==> config.mk <==
export PLATFORM = sky130hd
export DESIGN_NAME = sha256_msg_padder_flat
export DESIGN_NICKNAME = d
export VERILOG_FILES = /design/src/rtl/sha256_msg_padder_if.sv /design/src/rtl/sha256_msg_padder.sv /design/src/flat_wrapper.sv
export SDC_FILE = /design/constraint.sdc
export NUM_CORES = 1
export LEC_CHECK = 0
export ABC_AREA = 1
export BUFFER_PORTS_ARGS = -buffer_cell sky130_fd_sc_hd__clkbuf_2
export CORE_MARGIN = 5
export CORE_UTILIZATION = 42
export CTS_CLUSTER_DIAMETER = 200
export DETAILED_ROUTE_END_ITERATION = 8
export PLACE_DENSITY_LB_ADDON = 0.25
export SLEW_MARGIN = 20
export SYNTH_ARGS = -nofsm -noshare
export SYNTH_HDL_FRONTEND = slang
export SYNTH_SLANG_ARGS = --single-unit
==> constraint.sdc <==
create_clock -name CLK -period 6.74 [get_ports CLK]
set_input_delay 0.674 -clock CLK [delete_from_list [all_inputs] [get_ports CLK]]
set_output_delay 0.674 -clock CLK [all_outputs]
set_load 0.02 [all_outputs]
==> src/rtl/sha256_msg_padder_if.sv <==
// Stream bundle for the SHA-256 message padder: the byte-aligned input word
// stream, the padded 32-bit output stream and the message length strobe.
interface sha256_msg_padder_if;
  // Input message stream
  logic        in_valid;
  logic        in_ready;
  logic [31:0] in_data;
  logic        in_last;
  logic [2:0]  in_bytes;

  // Padded output stream
  logic        out_valid;
  logic        out_ready;
  logic [31:0] out_data;
  logic [3:0]  out_word_idx;
  logic        out_block_last;
  logic        out_msg_last;

  // Final message length, handed to the length register
  logic [63:0] len_o;
  logic        len_valid;

  // Padder side
  modport slave (
    input  in_valid, in_data, in_last, in_bytes, out_ready,
    output in_ready, out_valid, out_data, out_word_idx, out_block_last,
           out_msg_last, len_o, len_valid
  );

  // Producer / consumer side
  modport master (
    output in_valid, in_data, in_last, in_bytes, out_ready,
    input  in_ready, out_valid, out_data, out_word_idx, out_block_last,
           out_msg_last, len_o, len_valid
  );
endinterface

==> src/rtl/sha256_msg_padder.sv <==
// SHA-256 message padder. Passes message words through, then appends the
// 0x80 marker, zero fill and the 64-bit big-endian bit length so that the
// stream forms whole 512-bit blocks. The output stage is a single register
// that reloads whenever it is empty or being drained.
module sha256_msg_padder (
  input  logic                CLK,
  input  logic                RST,
  sha256_msg_padder_if.slave  bus
);

  typedef enum logic [2:0] {
    MSG,    // passing message words through
    PAD80,  // message ended on a word boundary: emit the 0x80000000 word
    ZERO,   // zero fill up to word index 13
    LENHI,  // length high word, always at index 14
    LENLO   // length low word, always at index 15
  } state_t;

  state_t      state_q, state_d;
  logic [60:0] byte_cnt_q, byte_cnt_d;    // bytes accepted in this message
  logic [3:0]  idx_q, idx_d;              // index given to the next loaded word
  logic        out_valid_q, out_valid_d;
  logic [31:0] out_data_q, out_data_d;
  logic [3:0]  out_word_idx_q, out_word_idx_d;
  logic        out_msg_last_q, out_msg_last_d;
  logic [63:0] len_q, len_d;
  logic        len_valid_q, len_valid_d;

  logic        adv;        // output register can take a new word this cycle
  logic        in_ready;
  logic        accept;     // input word transferred this cycle
  logic [2:0]  k;          // valid bytes of the last word, normalised to 1..4
  logic        load;
  logic [31:0] load_data;

  assign adv      = !out_valid_q || bus.out_ready;
  assign in_ready = (state_q == MSG) && adv && !RST;
  assign accept   = bus.in_valid && in_ready;
  assign k        = (bus.in_bytes == 3'd0 || bus.in_bytes > 3'd4) ? 3'd4 : bus.in_bytes;

  // Next-state, next-output and counter update logic
  always_comb begin
    // NOTE: every signal gets a default here so no path leaves one unassigned;
    // a missing default would infer a latch.
    state_d        = state_q;
    byte_cnt_d     = byte_cnt_q;
    idx_d          = idx_q;
    out_valid_d    = out_valid_q;
    out_data_d     = out_data_q;
    out_word_idx_d = out_word_idx_q;
    out_msg_last_d = out_msg_last_q;
    len_d          = len_q;
    len_valid_d    = 1'b0;
    load           = 1'b0;
    load_data      = 32'h0;

    unique case (state_q)
      MSG: begin
        if (accept) begin
          load      = 1'b1;
          load_data = bus.in_data;
          if (bus.in_last) begin
            len_valid_d = 1'b1;
            byte_cnt_d  = byte_cnt_q + {58'd0, k};
            len_d       = {byte_cnt_d, 3'b000};
            unique case (k)
              3'd1:    load_data = {bus.in_data[31:24], 8'h80, 16'h0000};
              3'd2:    load_data = {bus.in_data[31:16], 8'h80, 8'h00};
              3'd3:    load_data = {bus.in_data[31:8], 8'h80};
              default: load_data = bus.in_data;
            endcase
            // A partial last word already carries the 0x80 marker; if it sits
            // at index 13 the length follows directly, otherwise zero fill
            // (at 14/15 the fill wraps into a fresh block).
            if (k == 3'd4)           state_d = PAD80;
            else if (idx_q == 4'd13) state_d = LENHI;
            else                     state_d = ZERO;
          end else begin
            byte_cnt_d = byte_cnt_q + 61'd4;
          end
        end
      end
      PAD80: begin
        if (adv) begin
          load      = 1'b1;
          load_data = 32'h8000_0000;
          state_d   = (idx_q == 4'd13) ? LENHI : ZERO;
        end
      end
      ZERO: begin
        if (adv) begin
          load      = 1'b1;
          load_data = 32'h0000_0000;
          if (idx_q == 4'd13) state_d = LENHI;
        end
      end
      LENHI: begin
        if (adv) begin
          load      = 1'b1;
          load_data = len_q[63:32];
          state_d   = LENLO;
        end
      end
      LENLO: begin
        if (adv) begin
          load       = 1'b1;
          load_data  = len_q[31:0];
          byte_cnt_d = 61'd0;
          state_d    = MSG;
        end
      end
      default: state_d = MSG;
    endcase

    if (load) begin
      out_valid_d    = 1'b1;
      out_data_d     = load_data;
      out_word_idx_d = idx_q;
      out_msg_last_d = (state_q == LENLO);
      idx_d          = (state_q == LENLO) ? 4'd0 : idx_q + 4'd1;
    end else if (bus.out_ready) begin
      out_valid_d = 1'b0;
    end
  end

  // State and output registers; reset discards any message in flight
  always_ff @(posedge CLK or posedge RST) begin
    if (RST) begin
      state_q        <= MSG;
      byte_cnt_q     <= '0;
      idx_q          <= '0;
      out_valid_q    <= 1'b0;
      out_data_q     <= '0;
      out_word_idx_q <= '0;
      out_msg_last_q <= 1'b0;
      len_q          <= '0;
      len_valid_q    <= 1'b0;
    end else begin
      // NOTE: non-blocking assignments so every register samples the values
      // computed before this edge, independent of statement order.
      state_q        <= state_d;
      byte_cnt_q     <= byte_cnt_d;
      idx_q          <= idx_d;
      out_valid_q    <= out_valid_d;
      out_data_q     <= out_data_d;
      out_word_idx_q <= out_word_idx_d;
      out_msg_last_q <= out_msg_last_d;
      len_q          <= len_d;
      len_valid_q    <= len_valid_d;
    end
  end

  assign bus.in_ready       = in_ready;
  assign bus.out_valid      = out_valid_q;
  assign bus.out_data       = out_data_q;
  assign bus.out_word_idx   = out_word_idx_q;
  assign bus.out_block_last = (out_word_idx_q == 4'd15);
  assign bus.out_msg_last   = out_msg_last_q;
  assign bus.len_o          = len_q;
  assign bus.len_valid      = len_valid_q;

endmodule

==> src/flat_wrapper.sv <==
// flat-port wrapper written by rule: the top's interface ports become plain ports
module sha256_msg_padder_flat 
  (CLK, RST, bus_in_valid, bus_in_data, bus_in_last, bus_in_bytes, bus_out_ready, bus_in_ready, bus_out_valid, bus_out_data, bus_out_word_idx, bus_out_block_last, bus_out_msg_last, bus_len_o, bus_len_valid);
  sha256_msg_padder_if bus_i ();
  input  logic CLK;
  input  logic RST;
  input wire logic [$bits(bus_i.in_valid)-1:0] bus_in_valid;
  input wire logic [$bits(bus_i.in_data)-1:0] bus_in_data;
  input wire logic [$bits(bus_i.in_last)-1:0] bus_in_last;
  input wire logic [$bits(bus_i.in_bytes)-1:0] bus_in_bytes;
  input wire logic [$bits(bus_i.out_ready)-1:0] bus_out_ready;
  output wire logic [$bits(bus_i.in_ready)-1:0] bus_in_ready;
  output wire logic [$bits(bus_i.out_valid)-1:0] bus_out_valid;
  output wire logic [$bits(bus_i.out_data)-1:0] bus_out_data;
  output wire logic [$bits(bus_i.out_word_idx)-1:0] bus_out_word_idx;
  output wire logic [$bits(bus_i.out_block_last)-1:0] bus_out_block_last;
  output wire logic [$bits(bus_i.out_msg_last)-1:0] bus_out_msg_last;
  output wire logic [$bits(bus_i.len_o)-1:0] bus_len_o;
  output wire logic [$bits(bus_i.len_valid)-1:0] bus_len_valid;
  assign bus_i.in_valid = bus_in_valid;
  assign bus_i.in_data = bus_in_data;
  assign bus_i.in_last = bus_in_last;
  assign bus_i.in_bytes = bus_in_bytes;
  assign bus_i.out_ready = bus_out_ready;
  assign bus_in_ready = bus_i.in_ready;
  assign bus_out_valid = bus_i.out_valid;
  assign bus_out_data = bus_i.out_data;
  assign bus_out_word_idx = bus_i.out_word_idx;
  assign bus_out_block_last = bus_i.out_block_last;
  assign bus_out_msg_last = bus_i.out_msg_last;
  assign bus_len_o = bus_i.len_o;
  assign bus_len_valid = bus_i.len_valid;
  sha256_msg_padder u_core (.CLK(CLK), .RST(RST), .bus(bus_i));
endmodule
# After elaboration in Yosys (flattened, before gate mapping)
# Index checks and enable logic that the tools add are counted.
[totals]
out_inout_bits = 105
register_bits = 168
elab_cells = 76
[op_classes]
mux = 31
n_lt_le_gt_ge = 1
addsub = 3
n_eq_ne = 17
n_reduce_logical = 15
[op_table]
columns = ["operator", "n"]
rows = [
  ["2-to-1 mux 61 bit", 3],
  ["2-to-1 mux 32 bit", 4],
  ["one-hot mux 32 bit (4 select lines)", 1],
  ["one-hot mux 61 bit (2 select lines)", 1],
  ["one-hot mux 24 bit (3 select lines)", 1],
  ["adder 61 x 3 -> 61 bit", 1],
  ["adder 61 x 3 -> 61 bit (second input constant)", 1],
  ["2-to-1 mux 3 bit", 9],
  ["2-to-1 mux 24 bit", 1],
  ["one-hot mux 3 bit (5 select lines)", 1],
  ["== test 3 x 2 -> 1 bit (second input constant)", 4],
  ["!= test 2 x 1 -> 1 bit (second input constant)", 6],
  ["== test 4 bit (second input constant)", 2],
  ["2-to-1 mux 1 bit", 8],
  ["AND reduction 7 bit", 1],
  ["== test 3 x 1 -> 1 bit (second input constant)", 2],
  ["== test 3 bit (second input constant)", 2],
  ["logical NOT 3 bit", 2],
  ["AND reduction 3 bit", 2],
  ["adder 4 x 1 -> 4 bit (second input constant)", 1],
  ["2-to-1 mux 4 bit", 1],
  ["nonzero test 2 bit", 2],
  ["OR reduction 4 bit", 1],
  ["> comparator 3 bit (second input constant)", 1],
  ["5 further kinds", 9],
]

# Logic depth before layout (Yosys ltp)
# Gate-level depths: netlist (run 1).
[depth]
depth_word = 8
depth_mapped = 19

# Worst setup path before layout (run 1)
# OpenSTA, ideal clock, no wires.
[synth_timing]
path_type = "input to register"
from = "input bus_in_bytes[1]"
to = "register u_core.byte_cnt_q[30]"
arrival_ns = 2.580
cell_stages = 19
setup_slack_ns = 4.039
n_path_buf = 0
cell_sequence = "or2_2 > ha_1 > inv_1 > nand2_1 > nand2_1 > nand2_1 > inv_1 > ha_1 > inv_1 > nand2_1 > nand2_1 > nand2_2 > nand2_1 > nor2_2 > nand2_1 > nand2_1 > nand2_1 > o21ai_1 > nand2_1"
[synth_between]
elab_chain_cells = 7
elab_cells_between_ends = 8
cone_classes = "add/sub: 1; order compare: 1; mux: 4; reduce/logical: 2"
[synth_lines]
columns = ["element", "line", "rtl"]
rows = [
  ["start: declaration", "flat_wrapper.sv:10", "input wire logic [$bits(bus_i.in_bytes)-1:0] bus_in_bytes;"],
  ["> comparator 3 bit or logical NOT 3 bit (tied branches)", "sha256_msg_padder.sv:39", "assign k = (bus.in_bytes == 3'd0 || bus.in_bytes > 3'd4) ? 3'd4 : bus.in_bytes;"],
  ["logical OR 1 bit", "sha256_msg_padder.sv:39", ""],
  ["2-to-1 mux 3 bit *", "sha256_msg_padder.sv:39", ""],
  ["adder 61 x 3 -> 61 bit *", "sha256_msg_padder.sv:64", "byte_cnt_d = byte_cnt_q + {58'd0, k};"],
  ["2-to-1 mux 61 bit *", "sha256_msg_padder.sv:62", "if (bus.in_last) begin"],
  ["2-to-1 mux 61 bit *", "sha256_msg_padder.sv:59", "if (accept) begin"],
  ["one-hot mux 61 bit (2 select lines) *", "sha256_msg_padder.sv:57", "unique case (state_q)"],
  ["end signal: assignment", "sha256_msg_padder.sv:142", "byte_cnt_q <= byte_cnt_d;"],
  ["end: declaration", "sha256_msg_padder.sv:20", "logic [60:0] byte_cnt_q, byte_cnt_d;"],
]
# Every way passes the cells marked *; elsewhere a longest branch is shown, timed or not. The select of a mux whose other input is x is not followed.
# A chain may end at the register's enable or synchronous reset.

# Worst setup path after layout (run 1)
[layout_timing]
from = "input bus_in_bytes[1]"
to = "register u_core.len_q[50], in the netlist u_core.bus.len_o[50]"
[layout_between]
elab_chain_cells = 4
elab_cells_between_ends = 5
cone_classes = "add/sub: 1; order compare: 1; mux: 1; reduce/logical: 2"
[layout_lines]
columns = ["element", "line", "rtl"]
rows = [
  ["> comparator 3 bit or logical NOT 3 bit (tied branches)", "sha256_msg_padder.sv:39", ""],
  ["logical OR 1 bit", "sha256_msg_padder.sv:39", ""],
  ["2-to-1 mux 3 bit *", "sha256_msg_padder.sv:39", ""],
  ["adder 61 x 3 -> 61 bit *", "sha256_msg_padder.sv:64", ""],
  ["end signal: assignment", "sha256_msg_padder.sv:148", "len_q <= len_d;"],
  ["end: declaration", "sha256_msg_padder.sv:26", "logic [63:0] len_q, len_d;"],
]
# Every way passes the cells marked *; elsewhere a longest branch is shown, timed or not.

==> results.ini, run 1 <==
[grt]
grt_pass1_wl_um=61270
grt_start_max_net_pins=85
overflow=0
grt_pass1_vias=10260
track_usage=0.2771
grt_antenna_before_repair=0

[cts]
path_clk_slew_ns=0.07
htreeDepth=4
cts_sinks=168
clkLatencyLatePin_ns=0.45
cts_tree=done
post-cts-setup-buffers=0
hold_buffers=0
ctsRootBufferMaster=clkbuf_16
numCtsBuffers=17
clk_path_buf_depth=2
cts_resized=0

[placement]
io_buffers=141
gp_congestion=1.009
post-dp-hpwl_um=29360

[drt]
ant_nets=0
wl_per_cell_um=20.10
routed_wl_um=39430
drc=0
route.vias.total=10920
viasPerCell=5.565
first_pass_iters=5
drt-initial-drc-count=1127

[min_path]
hold_class=in -> async

[die]
die_w_um=168.5
core_um2=24960
die-area_um2=28400
pin_count=145
dieHeight_um=168.5
initial_utilization=0.4228
rows=58

[flow_run]
maxCapViolCount=0

[synth]
ys_seq_elements=168
synth.top_cells.by_area=dfrtp_1 40%, nand2_1 18%, nand3_1 7.9%, inv_1 5.3%, nor2_1 3.7%
synth_area_um2=10560
synth_top_area_cell=dfrtp_1
synth.distinct_cells=46
synthArstFlopShare=1.000
seq_area_frac_synth=0.3983
netlist.area_leader.share=0.3983
avgSynthCellArea_um2=7.046
synthCells=1498
synth_flop_cell=dfrtp_1
ys_warn_count=0
synth_edf_count=0

[sta]
post-route-min-period_ns=2.931
slew_violations=0
tightest_slew_ns=1.030
hold_viol_final=0
tns_ns=0
skew_ns=0.01490
rsz0062_at_grt=false
max_freq_mhz=341.1
period_share=0.4349
setup_viol=0
slew-limit-headroom=0.3134

[run_status]
status=complete, no violations

[critical_path]
required_ns=7.12
reg2reg_to=u_core.bus.len_o[46]
crit_path_end_kind=register
cp.arrival_ns=3.31
critPathKind=in -> reg
start_kind=input pin
r2r-start=u_core.state_q[0]
reg2reg_depth=8
rrSetupSlack_ns=3.81
path_max_fanout=12

[cells_and_area]
ff_latch_area_um2=4204
layout_commonest_cell=nand2_1
n_antenna_cell=0
nFillCells=2548
multi_input_area_um2=5499
area_growth_pct=14.41
num-nets-final=1666
layout_common_cells=499 x nand2_1, 168 x dfrtp_1, 166 x nand3_1, 148 x inv_1, 141 x clkbuf_2
utilization=0.4838
layout-drive-gt1-share=0.1630

[power_and_ir_drop]
ir_drop_mv=0.2152
p_leak_uw=0.005874
power.density_nw_per_um2=388.9

sequential cells by signal, indices dropped and copies added (netlist names):
signal                   flops
u_core.bus.len_o            61
u_core.byte_cnt_q           61
u_core.bus.out_data         32
u_core.bus.out_word_idx      4
u_core.idx_q                 4
u_core.state_q               3
u_core.bus.len_valid         1
u_core.bus.out_msg_last      1
u_core.bus.out_valid         1
kinds of logic (layout without fill, tap and decap cells):
kind of cell             Yosys count  count (layout)  share of synthesized area
AND/OR/NAND/NOR                  898             898                     0.3815
buffers and inverters            211             343                    0.08167
AO/OA/AOI/OAI                    177             177                     0.1000
flip-flops                       168             168                     0.3983
XOR/XNOR                          36              36                    0.02987
adder cells (fa/ha/maj)            7               7                   0.008297
other                              1               3                  0.0003553
cells in the mapped netlist, types with 3 or more instances:
library cell,number
o2111ai_1,16
nor2_2,33
inv_1,149
or2_2,4
inv_2,10
nor3_1,15
nand2_1,499
xnor2_1,6
o21a_1,13
dfrtp_1,168
a22oi_1,5
a21oi_1,20
nor2_1,104
nand3_1,166
o211ai_1,12
nand4_1,35
ha_1,7
xor2_1,30
nand2_4,5
buf_4,12
clkbuf_1,17
buf_2,19
o21ai_0,56
nand3b_1,4
nand2_2,11
nor2_4,11
o21ai_1,42
o221ai_1,3
power breakdown:
group | internal, µW | total, µW | switching (µW)
sequential | 1400 | 1910 | 514
clock | 495 | 991 | 497
combinational | 570 | 1790 | 1220
metal layers:
layer	wire (µm)	GRT usage	vias up
li1	-	-	5112
met1	17160	0.3870	5249
met2	18020	0.4439	498
met3	3109	0.04671	59
met4	1144	0.08469	0
met5	0	0	-
through the flow:
stage / setup slack, ns / area [µm²] / power (µW) / instances / hold WS [ns]
after floorplan: 1.519 / 10560 / 2960 / 1500 / 0.4927
after global placement: 3.492 / 11500 / 3676 / 1930 / 0.4637
after detailed placement: 3.416 / 11500 / 3697 / 1930 / 0.4693
after CTS: 3.862 / 12080 / 4686 / 1962 / 0.4106
after global routing: 3.655 / 12080 / 4989 / 1962 / 0.4396
final: 3.809 / 12080 / 4697 / 1962 / 0.3836
critical path, cell delays in order:
cell	delay (ns)
clkbuf_2	0.11
or2_2	0.30
ha_1	0.23
inv_1	0.07
ha_1	0.19
nand2_1	0.06
nand3b_1	0.18
nand2_1	0.42
nand2_1	0.19
nor2_1	0.39
inv_1	0.11
o21ai_0	0.17
nand3_1	0.11
nand2_1	0.10
layout make-up:
cell class              instances  share of cell area
multi-input cells            1121              0.4553
flip-flops and latches        168              0.3481
repair buffers                150             0.06403
inverters                     161             0.05046
clock buffers                  17             0.03523
well taps                     330             0.03419
clock inverters                15             0.01264
worst max path at each step:
stage / start / to / slack (ns)
after floorplan: RST / u_core.bus.len_o[10] / 1.52
after global placement: bus_in_bytes[1] / u_core.bus.len_o[50] / 3.49
after detailed placement: bus_in_bytes[1] / u_core.bus.len_o[50] / 3.42
after CTS: bus_in_bytes[1] / u_core.bus.len_o[50] / 3.86
after global routing: u_core.state_q[0] / u_core.bus.len_o[46] / 3.66
final: bus_in_bytes[1] / u_core.bus.len_o[50] / 3.81
Note: power is estimated with default switching activity, not from simulation.
==> run 2, diff against run 1 <==
==> constraint.sdc (replaced) <==
create_clock -name CLK -period 2.4 [get_ports CLK]
set_input_delay 0.24 -clock CLK [delete_from_list [all_inputs] [get_ports CLK]]
set_output_delay 0.24 -clock CLK [all_outputs]
set_load 0.02 [all_outputs]
==> run 2 against run 1 <==
  * The flow now finishes with violations (negative hold slack)
  * Worst setup slack lost 3.7 ns
  * Sequential cell count is the same
  * Total power grew to 2.9 times the previous value
  * Critical endpoint is now u_core.bus.len_o[58]
  * Largest cell class unchanged
==> results.ini, run 2 (synthesized netlist as in run 1, its figures left out) <==
[cells_and_area]
area_growth_pct=20.97  ; was 14.41%
layout-drive-gt1-share=0.1999  ; was 0.1630
fin_cells=2036  ; was 1962
n_antenna_cell=0  ; unchanged
layout_common_cells=499 x nand2_1, 168 x dfrtp_1, 166 x nand3_1, 148 x inv_1, 141 x clkbuf_2  ; unchanged
num-nets-final=1740  ; was 1666
layout_commonest_cell=nand2_1  ; unchanged
final_area_um2=12770  ; was 12080 µm²

[drt]
ant_nets=0  ; unchanged
routed_wl_um=40490  ; was 39430 µm
route.vias.total=11080  ; was 10920
first_pass_iters=6  ; was 5
drc=0  ; unchanged
drt-initial-drc-count=1222  ; was 1127
wl_per_cell_um=19.89  ; was 20.10 µm
viasPerCell=5.440  ; was 5.565

[cts]
cts_sinks=168  ; unchanged
cts_tree=done  ; unchanged
post-cts-setup-buffers=0  ; unchanged
clk_path_buf_depth=2  ; unchanged
htreeDepth=4  ; unchanged
clkLatencyLatePin_ns=0.44  ; was 0.45 ns
path_clk_slew_ns=0.08  ; was 0.07 ns
hold_buffers=0  ; unchanged
numCtsBuffers=17  ; unchanged
ctsRootBufferMaster=clkbuf_16  ; unchanged

[die]
core_um2=24960  ; unchanged
rows=58  ; unchanged
pin_count=145  ; unchanged
initial_utilization=0.4228  ; unchanged
die_w_um=168.5  ; unchanged
dieHeight_um=168.5  ; unchanged
die-area_um2=28400  ; unchanged

[critical_path]
r2r-start=u_core.byte_cnt_q[28]  ; was u_core.state_q[0]
crit_start=u_core.byte_cnt_q[28]  ; was bus_in_bytes[1]
path_delay_family=simple AND/OR/NAND/NOR gates  ; unchanged
reg2reg_depth=8  ; unchanged
cp.arrival_ns=2.64  ; was 3.31 ns
path_max_fanout=7  ; was 12
slowest_stage=dfrtp_1  ; was nand2_1
crit_chain=nand2_1 > nor2_1 > nand2_1 > nor2_1 > nand3_1 > o21ai_1 > nand3_1 > o21a_1  ; was clkbuf_2 > or2_2 > ha_1 > inv_1 > ha_1 > nand2_1 > nand3b_1 > nand2_1 > nand2_1 > nor2_1 > inv_1 > o21ai_0 > nand3_1 > nand2_1
crit_path_end_kind=register  ; unchanged
cp_num_buf_inv=0  ; was 3
rrSetupSlack_ns=0.09  ; was 3.81 ns
required_ns=2.73  ; was 7.12 ns
critPathKind=reg -> reg  ; was in -> reg
slowest_delay_ns=0.61  ; was 0.42 ns
reg2reg_to=u_core.bus.len_o[58]  ; was u_core.bus.len_o[46]
start_kind=register  ; was input pin

[placement]
gp_congestion=1.004  ; was 1.009
dp_cells=2004  ; was 1930
post-dp-hpwl_um=30950  ; was 29360 µm
post-place-ws_ns=-0.1750  ; was 3.416 ns
place_area_um2=12170  ; was 11500 µm²
io_buffers=141  ; unchanged

[power_and_ir_drop]
power.density_nw_per_um2=1062  ; was 388.9 nW/µm²
p_leak_uw=0.006265  ; was 0.005874 µW
ir_drop_mv=0.5200  ; was 0.2152 mV

[sta]
rsz0062_at_grt=false  ; unchanged
tightest_slew_ns=0.7567  ; was 1.030 ns
hold_viol_final=13  ; was 0
slew-limit-headroom=0.4950  ; was 0.3134
skew_ns=0.01595  ; was 0.01490 ns
max_freq_mhz=433.4
period_share=0.9614
fin_hold_ws_ns=-0.02544  ; was 0.3836 ns
post-route-min-period_ns=2.307
slew_violations=0  ; unchanged
setup_ws_ns=0.09274  ; was 3.809 ns
setup_viol=0  ; unchanged

[grt]
grt_start_max_net_pins=94  ; was 85
grt_pass1_vias=10690  ; was 10260
overflow=0  ; unchanged
track_usage=0.2838  ; was 0.2771
grt_pass1_wl_um=62700  ; was 61270 µm
grt_antenna_before_repair=0  ; unchanged

[run_status]
violations=negative hold slack
status=finished with violations  ; was complete, no violations

[min_path]
hold_class=in -> async  ; unchanged

[flow_run]
maxCapViolCount=0  ; unchanged

## run 2: cell types whose count changed in the layout (fill, tap and decap cells not counted), sizes merged
cell / before / now
clkbuf: 158 / 159
clkinvlp: 0 / 2
buf: 9 / 83
inv: 167 / 163
clkinv: 9 / 10
## run 2: layout make-up
type,instances,area (µm²)
multi-input combinational,1121,5502
inverter,161,608.1
fill,2519,12200
clock inverter,14,161.4
clock buffer,18,439.2
timing repair buffer,224,1441
tap,330,412.9
sequential,168,4204
## run 2: worst max-delay path by stage
stage          slack (ns)              endpoint  cells past startpoint
6_report             0.09  u_core.bus.len_o[58]                      8
5_1_grt              0.04  u_core.bus.len_o[58]                      8
4_1_cts              0.19  u_core.bus.len_o[59]                      8
3_5_place_dp        -0.17  u_core.bus.len_o[43]                     17
3_3_place_gp        -0.16  u_core.bus.len_o[43]                     17
2_1_floorplan        0.02  u_core.bus.len_o[10]                      1
## run 2: report_power, final
part | leakage, µW | switching [µW] | internal [µW]
clock network | 0.000290 | 1400 | 1430
registers | 0.00220 | 1310 | 3930
logic | 0.00377 | 3580 | 1900
total | 0.00627 | 6300 | 7260
## run 2: through the flow
| stage | util | total power (µW) | hold slack, ns | setup TNS, ns |
|---|---|---|---|---|
| 5_1_grt | 0.5115 | 14400 | 0.02683 | 0 |
| 6_report | 0.5115 | 13560 | -0.02544 | 0 |
| 2_1_floorplan | - | 8313 | 0.3730 | 0 |
| 4_1_cts | 0.5114 | 13560 | 0.001797 | 0 |
| 3_3_place_gp | 0.4873 | 10610 | 0.4547 | -2.451 |
| 3_5_place_dp | 0.4873 | 10710 | 0.4585 | -5.092 |
## run 2: worst reg2reg max path: stages (launching register included)
cell and delay (ns):
dfrtp_1 0.61, nand2_1 0.13, nor2_1 0.15, nand2_1 0.11
nor2_1 0.31, nand3_1 0.25, o21ai_1 0.23, nand3_1 0.24
o21a_1 0.18
## run 2: metal layers
metal | global-route usage | vias to the layer above | wire [µm]
li1 | - | 5266 | -
met4 | 0.09033 | 0 | 1185
met2 | 0.4490 | 465 | 18330
met3 | 0.04414 | 61 | 2863
met5 | 0 | - | 0
met1 | 0.4021 | 5284 | 18110
## run 2: repair_timing
item                                    in CTS  in global routing
endpoints found under the setup margin       0                  2
gates resized for setup                      0                  1
hold endpoints to repair                     0                  0
==> run 3, diff against run 2 <==
--- a/config.mk
+++ b/config.mk
@@ -8,7 +8,7 @@
 export ABC_AREA = 1
 export BUFFER_PORTS_ARGS = -buffer_cell sky130_fd_sc_hd__clkbuf_2
 export CORE_MARGIN = 5
-export CORE_UTILIZATION = 42
+export CORE_UTILIZATION = 48
 export CTS_CLUSTER_DIAMETER = 200
 export DETAILED_ROUTE_END_ITERATION = 8
 export PLACE_DENSITY_LB_ADDON = 0.25
==> run 3 against run 2 <==
  * Final cell count is 2.5% lower
  * Clock power fell by 3%
  * Fmax rose by 4.2%
  * Combinational power rose by 1%
  * Register-to-register slack better by 0.09 ns
  * Via count shrank 0.11%
  * The run now ends clean
  * Highest routed layer unchanged
  * Total power about the same
  * Cell area decreased by 0.56%
  * First-iteration DRC count is 5.7% lower
  * Wire length down 3.5%
  * Global-route usage increased by 2.8 points
==> results.ini, run 3 (synthesized netlist as in run 1, its figures left out) <==
[die]
die_w_um=158.3  ; was 168.5 µm
initial_utilization=0.4852  ; was 0.4228
dieHeight_um=158.3  ; was 168.5 µm
die-area_um2=25060  ; was 28400 µm²
core_um2=21760  ; was 24960 µm²
rows=54  ; was 58
pin_count=145  ; unchanged

[sta]
rsz0062_at_grt=false  ; unchanged
setup_ws_ns=0.1862  ; was 0.09274 ns
max_freq_mhz=451.7  ; was 433.4 MHz
slew_violations=0  ; unchanged
setup_viol=0  ; unchanged
hold_viol_final=0  ; was 13
period_share=0.9224  ; was 0.9614
fin_hold_ws_ns=0.02990  ; was -0.02544 ns
skew_ns=0.01258  ; was 0.01595 ns
tightest_slew_ns=0.7089  ; was 0.7567 ns
post-route-min-period_ns=2.214  ; was 2.307 ns
slew-limit-headroom=0.5269  ; was 0.4950

[cts]
clkLatencyLatePin_ns=0.44  ; about the same
cts_tree=done  ; unchanged
clk_path_buf_depth=2  ; unchanged
numCtsBuffers=17  ; unchanged
htreeDepth=4  ; unchanged
path_clk_slew_ns=0.08  ; about the same
ctsRootBufferMaster=clkbuf_16  ; unchanged
cts_sinks=168  ; unchanged

[critical_path]
r2r-start=u_core.state_q[0]  ; was u_core.byte_cnt_q[28]
critPathKind=reg -> reg  ; unchanged
cp.arrival_ns=2.56  ; was 2.64 ns
reg2reg_depth=10  ; was 8
reg2reg_to=u_core.byte_cnt_q[14]  ; was u_core.bus.len_o[58]
crit_path_end_kind=register  ; unchanged
required_ns=2.75  ; was 2.73 ns
start_kind=register  ; unchanged
path_max_fanout=15  ; was 7
rrSetupSlack_ns=0.19  ; was 0.09 ns

[grt]
grt_start_max_net_pins=60  ; was 94
grt_pass1_vias=10350  ; was 10690
grt_antenna_before_repair=0  ; unchanged
grt_pass1_wl_um=59280  ; was 62700 µm
track_usage=0.3120  ; was 0.2838
overflow=0  ; unchanged

[min_path]
hp-start=bus_in_data[25]
hold_class=in -> reg  ; was in -> async
whs_path_depth=3
hold_end=u_core.bus.out_data[25]

[drt]
route.vias.total=11060  ; was 11080
first_pass_iters=8  ; was 6
viasPerCell=5.574  ; was 5.440
routed_wl_um=39070  ; was 40490 µm
dr_wl_met3_um=4128  ; was 2863 µm
wl_met2_um=17540  ; was 18330 µm
wl_per_cell_um=19.68  ; was 19.89 µm
ant_nets=0  ; unchanged
drc=0  ; unchanged
drt-initial-drc-count=1152  ; was 1222
wl_met1_um=16160  ; was 18110 µm
topRoutingLayerUsed=met4  ; unchanged

[placement]
post-dp-hpwl_um=30160  ; was 30950 µm
place_area_um2=12110  ; was 12170 µm²
gp_congestion=1.010  ; was 1.004
post-place-ws_ns=-0.1725  ; was -0.1750 ns
dp_cells=1953  ; was 2004
io_buffers=141  ; unchanged

[cells_and_area]
fin_cells=1985  ; was 2036
layout_commonest_cell=nand2_1  ; unchanged
area_growth_pct=20.29  ; was 20.97%
n_antenna_cell=0  ; unchanged
utilization=0.5836  ; was 0.5115
num-nets-final=1740  ; unchanged
nFillCells=2077  ; was 2519
final_area_um2=12700  ; was 12770 µm²
layout-drive-gt1-share=0.1988  ; was 0.1999
layout_common_cells=499 x nand2_1, 168 x dfrtp_1, 166 x nand3_1, 148 x inv_1, 141 x clkbuf_2  ; unchanged

[power_and_ir_drop]
ir_drop_mv=0.4569  ; was 0.5200 mV
p_leak_uw=0.006265  ; about the same
power.density_nw_per_um2=1068  ; was 1062 nW/µm²

[run_status]
status=complete, no violations  ; was finished with violations

[flow_run]
maxCapViolCount=0  ; unchanged

run 3: cell count changes in the layout (fill, tap and decap cells not counted), sizes merged:
cell         before  now
inv             163  166
clkinv           10    8
buf              83   82
clkbuf          159  158
clkinvlp          2    1
dlygate4sd3       0    1
run 3: worst max path at each step:
stage | startpoint | to | slack [ns] | depth (start not counted)
3_5_place_dp | bus_in_bytes[1] | u_core.byte_cnt_q[30] | -0.17 | 20
5_1_grt | bus_in_bytes[1] | u_core.byte_cnt_q[30] | 0.02 | 20
4_1_cts | u_core.state_q[0] | u_core.byte_cnt_q[14] | 0.22 | 10
2_1_floorplan | RST | u_core.bus.len_o[10] | 0.02 | 1
6_report | u_core.state_q[0] | u_core.byte_cnt_q[14] | 0.19 | 10
3_3_place_gp | bus_in_bytes[1] | u_core.bus.len_o[41] | -0.14 | 19
run 3: per-layer routing:
layer	track usage	vias up
met5	0	-
met4	0.1060	0
met3	0.07475	73
met2	0.4896	538
met1	0.4265	5183
li1	-	5270
run 3: timing repair:
| action | in CTS | in global routing |
|---|---|---|
| endpoints found under the setup margin | 0 | 1 |
| buffers inserted | 0 | 0 |
| hold buffers | 1 | 0 |
| resized for setup | 0 | 1 |
| endpoints found under the hold margin | 21 | 0 |
run 3: critical path, stage by stage, from the launching register on:
cell and delay (ns):
dfrtp_1 0.45, nor2_2 0.18, nand2_1 0.14, nor3_4 0.18, nand2_4 0.15, buf_4 0.21
nor2_2 0.20, inv_2 0.25, o21ai_0 0.22, nand2_1 0.07, o211ai_1 0.08
run 3: through the flow:
step | total power, µW | TNS, ns
CTS | 13510 | 0
global route | 14370 | 0
finish | 13560 | 0
global placement | 10640 | -1.640
detailed placement | 10760 | -4.280
floorplan | 8313 | 0
run 3: layout make-up:
| class | instances | area, µm² | share of cell area |
|---|---|---|---|
| clock buffers | 17 | 425.4 | 0.03350 |
| inverters | 161 | 608.1 | 0.04789 |
| clock inverters | 14 | 150.1 | 0.01182 |
| multi-input cells | 1121 | 5503 | 0.4334 |
| well taps | 280 | 350.3 | 0.02759 |
| repair buffers | 224 | 1456 | 0.1147 |
| flip-flops and latches | 168 | 4204 | 0.3311 |
run 3: power breakdown:
part	switching (µW)	total [µW]	internal (µW)
logic	3590	5560	1970
registers	1320	5260	3930
clock network	1360	2750	1390
